### src/rtl/spi_sched_arbiter.sv
// spi_sched_arbiter: round-robin sharing of one SPI pad set among
// NREQ requesters, one mode-0 MSB-first byte per grant.

module spi_sched_arbiter #(
    parameter int NREQ    = 4,
    parameter int CLK_DIV = 2
) (
    input  logic              wb_clk_i,
    input  logic              wb_rst_n_i,
    input  logic [NREQ-1:0]   req_i,
    input  logic [3*NREQ-1:0] req_ss_i,
    input  logic [8*NREQ-1:0] req_data_i,
    output logic [NREQ-1:0]   gnt_o,
    output logic              done_o,
    output logic [2:0]        done_id_o,
    output logic [7:0]        rx_data_o,
    output logic              busy_o,
    output logic [7:0]        ss_pad_o,
    output logic              sclk_pad_o,
    output logic              mosi_pad_o,
    input  logic              miso_pad_i
);

    localparam int DW = (CLK_DIV > 1) ? $clog2(CLK_DIV) : 1;

    typedef enum logic [2:0] {
        IDLE,
        SETUP,
        SHIFT,
        HOLD,
        GAP
    } state_e;

    state_e        state_q, state_d;
    logic [DW-1:0] div_q, div_d;
    logic [3:0]    half_q, half_d;
    logic [2:0]    ptr_q, ptr_d;
    logic [2:0]    win_q, win_d;
    logic [2:0]    ss_q, ss_d;
    logic [7:0]    tx_q, tx_d;
    logic [7:0]    rx_q, rx_d;
    logic [7:0]    rxo_q, rxo_d;
    logic [2:0]    id_q, id_d;

    logic          div_last;
    logic          found;
    logic [2:0]    win_c;
    logic [3:0]    ptr_nxt;
    int            arb_idx;

    assign div_last = (div_q == DW'(CLK_DIV - 1));
    assign ptr_nxt  = {1'b0, win_c} + 4'd1;

    // Winner = first pending request at or above the pointer, wrapping
    always_comb begin
        found   = 1'b0;
        win_c   = ptr_q;
        arb_idx = 0;
        for (int i = 0; i < NREQ; i++) begin
            arb_idx = int'(ptr_q) + i;
            if (arb_idx >= NREQ) begin
                arb_idx = arb_idx - NREQ;
            end
            if (!found && ((req_i & (NREQ'(1) << arb_idx)) != '0)) begin
                found = 1'b1;
                win_c = 3'(arb_idx);
            end
        end
    end

    // Transfer sequencer: phase timing, shift registers, RR pointer
    always_comb begin
        state_d = state_q;
        div_d   = div_q;
        half_d  = half_q;
        ptr_d   = ptr_q;
        win_d   = win_q;
        ss_d    = ss_q;
        tx_d    = tx_q;
        rx_d    = rx_q;
        rxo_d   = rxo_q;
        id_d    = id_q;
        unique case (state_q)
            IDLE: begin
                div_d  = '0;
                half_d = '0;
                if (found) begin
                    state_d = SETUP;
                    win_d   = win_c;
                    ss_d    = 3'(req_ss_i >> (3 * int'(win_c)));
                    tx_d    = 8'(req_data_i >> (8 * int'(win_c)));
                    ptr_d   = (ptr_nxt == 4'(NREQ)) ? 3'd0 : ptr_nxt[2:0];
                end
            end
            SETUP: begin
                if (div_last) begin
                    div_d   = '0;
                    state_d = SHIFT;
                    rx_d    = {rx_q[6:0], miso_pad_i};
                end else begin
                    div_d = div_q + DW'(1);
                end
            end
            SHIFT: begin
                if (div_last) begin
                    div_d  = '0;
                    half_d = half_q + 4'd1;
                    if (half_q == 4'd15) begin
                        state_d = HOLD;
                    end else if (half_q[0]) begin
                        rx_d = {rx_q[6:0], miso_pad_i};
                    end else if (half_q != 4'd14) begin
                        tx_d = {tx_q[6:0], 1'b0};
                    end
                end else begin
                    div_d = div_q + DW'(1);
                end
            end
            HOLD: begin
                if (div_last) begin
                    div_d   = '0;
                    state_d = GAP;
                    rxo_d   = rx_q;
                    id_d    = win_q;
                end else begin
                    div_d = div_q + DW'(1);
                end
            end
            GAP: begin
                if (div_last) begin
                    div_d   = '0;
                    state_d = IDLE;
                end else begin
                    div_d = div_q + DW'(1);
                end
            end
            default: begin
                state_d = IDLE;
            end
        endcase
    end

    // Pad and handshake outputs decoded from registered state
    always_comb begin
        gnt_o    = '0;
        ss_pad_o = 8'hFF;
        if (state_q == SETUP && div_q == '0) begin
            gnt_o = NREQ'(1) << win_q;
        end
        if (state_q inside {SETUP, SHIFT, HOLD}) begin
            ss_pad_o = ~(8'd1 << ss_q);
        end
    end

    assign sclk_pad_o = (state_q == SHIFT) && !half_q[0];
    assign mosi_pad_o = tx_q[7];
    assign done_o     = (state_q == GAP) && (div_q == '0);
    assign busy_o     = (state_q != IDLE);
    assign done_id_o  = id_q;
    assign rx_data_o  = rxo_q;

    // State registers with synchronous active-low reset
    always_ff @(posedge wb_clk_i) begin
        if (!wb_rst_n_i) begin
            state_q <= IDLE;
            div_q   <= '0;
            half_q  <= '0;
            ptr_q   <= '0;
            win_q   <= '0;
            ss_q    <= '0;
            tx_q    <= '0;
            rx_q    <= '0;
            rxo_q   <= '0;
            id_q    <= '0;
        end else begin
            state_q <= state_d;
            div_q   <= div_d;
            half_q  <= half_d;
            ptr_q   <= ptr_d;
            win_q   <= win_d;
            ss_q    <= ss_d;
            tx_q    <= tx_d;
            rx_q    <= rx_d;
            rxo_q   <= rxo_d;
            id_q    <= id_d;
        end
    end

endmodule

### config.mk
export PLATFORM = sky130hd
export DESIGN_NAME = spi_sched_arbiter
export DESIGN_NICKNAME = d
export VERILOG_FILES = /design/src/rtl/spi_sched_arbiter.sv
export SDC_FILE = /design/constraint.sdc
export NUM_CORES = 1
export LEC_CHECK = 0
export ABC_AREA = 1
export BUFFER_PORTS_ARGS = -buffer_cell sky130_fd_sc_hd__buf_4
export CAP_MARGIN = 20
export CELL_PAD_IN_SITES_DETAIL_PLACEMENT = 0
export CELL_PAD_IN_SITES_GLOBAL_PLACEMENT = 1
export CORE_MARGIN = 1.5
export CORE_UTILIZATION = 36
export DETAILED_ROUTE_END_ITERATION = 10
export PLACE_DENSITY = 0.8
export SETUP_SLACK_MARGIN = 0.4
export SYNTH_ARGS = -nofsm -noshare
export SYNTH_HDL_FRONTEND = slang
export SYNTH_SLANG_ARGS = --single-unit
### constraint.sdc
create_clock -name wb_clk_i -period 2.8 [get_ports wb_clk_i]
set_input_delay 0.42 -clock wb_clk_i [delete_from_list [all_inputs] [get_ports wb_clk_i]]
set_output_delay 0.42 -clock wb_clk_i [all_outputs]
set_load 0.005 [all_outputs]
==> qor.csv <==
stage;metric;value;unit
detailed_routing;wl_per_cell;12.3;um
hold_path;worst_hold_path_type;in -> reg;
timing;worst-slew-pin-transition;828;ps
timing;rsz0062_at_grt;false;
synthesis;yosysTopAreaCell;dfxtp_1;
timing;slew_headroom;44.8;%
global_route;antenna_found_initial;0;
synthesis;syn_nets;519;
final_layout;fillerInstances;819;
power;swShare;48.6;%
setup_path;worst-setup-path-type;reg -> reg;
power;powerDensity;1070;nW/um^2
global_route;grt_start_max_net_pins;25;
die;io_pins;78;
power;total_switching_power;2050;uW
power;p_leak;0.00185;uW
clock_network;numCtsBuffers;5;
timing;fin_crit_sh;81.2;%
synthesis;synth_cells;459;
detailed_routing;drc;0;
timing;hold_viol_final;0;
final_layout;area_growth;38.4;%
setup_path;crit_fanout;7;
synthesis;yosysTopAreaCellShare;30.9;%
synthesis;yosysWarnings;0;
clock_network;clkSinkCount;44;
power;combinationalPowerShare;66.3;%
final_layout;drive_gt1_share;27.0;%
detailed_routing;drt-initial-drc-count;71;
final_layout;antennaDiodeCount;0;
clock_network;htree_num_levels;2;
detailed_routing;via_per_inst;4.83;
synthesis;ys_seq_elements;44;
final_layout;layout.cells.non_filler;646;
setup_path;critPathMostFrequentCell;nand2_1;
synthesis;syn_area;2850;um^2
die;die-area;8450;um^2
global_route;grt_pass1_wl;12.4;mm
detailed_routing;via_count;3120;
placed_design;dp_hpwl;5.55;mm
setup_path;r2r_slack;530;ps
clock_network;cts.clk_slew.worst_paths;90;ps
flow_run;cap_violations;0;
synthesis;yosys-top-cells-area;dfxtp_1, nand2_1, a21oi_1, nand3_1, inv_1;
timing;max_freq;440;MHz
clock_network;cts-root-buf;clkbuf_8;
timing;slew_viol_final;0;
outcome;status;completed;
die;start_util;37.0;%
setup_path;cp.required;3030;ps
timing;setup_viol;0;
synthesis;ys_seq_area_share;30.9;%
clock_network;postCtsHoldBufs;0;
synthesis;syn_avg_cell_area;6.20;um^2
timing;hold_ws;404;ps
die;core_area;7690;um^2
placed_design;port_buffers;77;
timing;finalCriticalPeriod;2270;ps
detailed_routing;wirelength;7.94;mm
timing;finalClockSkew;5.90;ps
synthesis;synth_cell_type_count;33;
global_route;overflow;0;
final_layout;fin_nets;603;
setup_path;max_stage_delay;370;ps
setup_path;endpoint_kind;register;
timing;tns;0;ps
power;ir_drop;0.532;mV
clock_network;clk_latency;290;ps
detailed_routing;ant_nets;0;
placed_design;dp.cells;627;
setup_path;cp_cell_sequence;buf_12 -> ha_4 -> nand2_2 -> nand2_2 -> nor2_4 -> nand2_4 -> nor2_4 -> nand3_4 -> nand2_8 -> clkbuf_16 -> nand3_1 -> nand2_1 -> nand2_1 -> nand2_1 -> nand2_1 -> a21oi_1;
placed_design;gp_congestion;0.802;
clock_network;clock_path_buffers;2;
power;p_clk_share;11.8;%
die;die_h;91.9;um
setup_path;cp_slowest_cell;dfxtp_4;
power;p_int;2170;uW
die;rows;32;
global_route;grt_pass1_vias;2874;
die;die-width;91.9;um
global_route;grt_usage;17.6;%
clock_network;cts_tree;built;
setup_path;startpoint_type;register;
power;seqPwrFrac;21.9;%
setup_path;critPathArrivalTime;2500;ps
detailed_routing;drtPass1Iterations;4;
## through the flow
stage	setup slack (ps)	area [um^2]	total power, uW	util [%]
after detailed placement	150	3500	3150	45.5
after CTS	399	3640	3720	47.4
after global placement	234	3500	3130	45.5
after floorplan	469	2850	2710	-
final	527	3940	4210	51.3
after global routing	366	3940	4620	51.3
## metal layers
metal	track usage [%]	share of wire [%]
met5	0	0
met2	30.9	48
met3	3.15	3.8
met1	22.1	47
met4	4.36	1.2
## timing repair
| item | CTS | global route |
|---|---|---|
| resized for setup | 8 | 36 |
| setup buffers | 0 | 6 |
| hold endpoints to repair | 0 | 0 |
| pin swaps | 0 | 12 |
| cloned | 0 | 5 |
| endpoints found under the setup margin | 15 | 19 |
## cell type report
cell class              instances  area (um^2)  share of cell area (%)
clock inverters                 3         46.3                    1.17
inverters                      48          180                    4.57
clock buffers                   5         68.8                    1.75
multi-input cells             351         1860                    47.3
well taps                     102          128                    3.24
flip-flops and latches         44          888                    22.5
repair buffers                 93          766                    19.4
## final timing paths
check,from,endpoint,cells past startpoint
max reg2reg,ptr_q[0]$_SDFFE_PN0P_,tx_q[7]$_SDFFE_PN0P_,16
min,miso_pad_i,rx_q[0]$_SDFFE_PN0P_,3
min reg2reg,rx_q[7]$_SDFFE_PN0P_,rx_q[7]$_SDFFE_PN0P_,2
max,ptr_q[0]$_SDFFE_PN0P_,tx_q[7]$_SDFFE_PN0P_,16
## critical path: cells and delay by family (launching register included)
kind | cells | cell delay (ps)
AND/OR/NAND/NOR | 12 | 1250
flip-flops | 1 | 370
buffers and inverters | 2 | 300
adder cells (fa/ha/maj) | 1 | 160
AO/OA/AOI/OAI | 1 | 120
## registers in the layout, summed over array words and instances (netlist names)
signal,count
win_q,3
rx_q,8
div_last,1
ss_q,3
ptr_q,3
state_q,3
half_q,4
tx_q,8
rx_data_o,8
done_id_o,3
## kinds of logic after synthesis
family / Yosys count / share of synthesized area [%]
DFF: 44 / 30.9
buffers and inverters: 66 / 10.2
adders and majority gates: 9 / 3.96
AOI/OAI and AO/OA: 74 / 14.3
and+or+nand+nor: 265 / 40.3
xor gates and xnor gates: 1 / 0.308
## synthesized netlist by cell type (all sizes together)
cell      n
a21oi    47
nand3    43
o31ai     1
and3      1
nor4      2
nand4     4
o21bai    1
nor2     26
xor2      1
nand2   182
nand3b    1
o211ai    1
dfxtp    44
o21ai    21
ha        9
a211oi    3
buf       8
nor3      6
clkbuf   10
clkinv    1
inv      47
## cell usage in the layout, fill, tap and decap left out, types with 5 or more instances in the layout
master	count
clkbuf_8	5
o21ai_0	15
buf_4	87
nand3_1	42
a21oi_2	8
a21oi_1	38
nor2_1	18
dfxtp_1	42
inv_1	43
ha_1	5
nand2_2	7
nor2_4	6
nor3_1	6
nand2_1	171
## power by group through the flow
| stage | combinational (uW) | clock (uW) | sequential (uW) |
|---|---|---|---|
| after global routing | 3140 | 540 | 941 |
| after global placement | 2200 | 0 | 929 |
| after floorplan | 1800 | 0 | 908 |
| after CTS | 2280 | 513 | 922 |
| final | 2790 | 498 | 921 |
| after detailed placement | 2220 | 0 | 934 |
No activity file was read; power rests on OpenSTA's default activity.
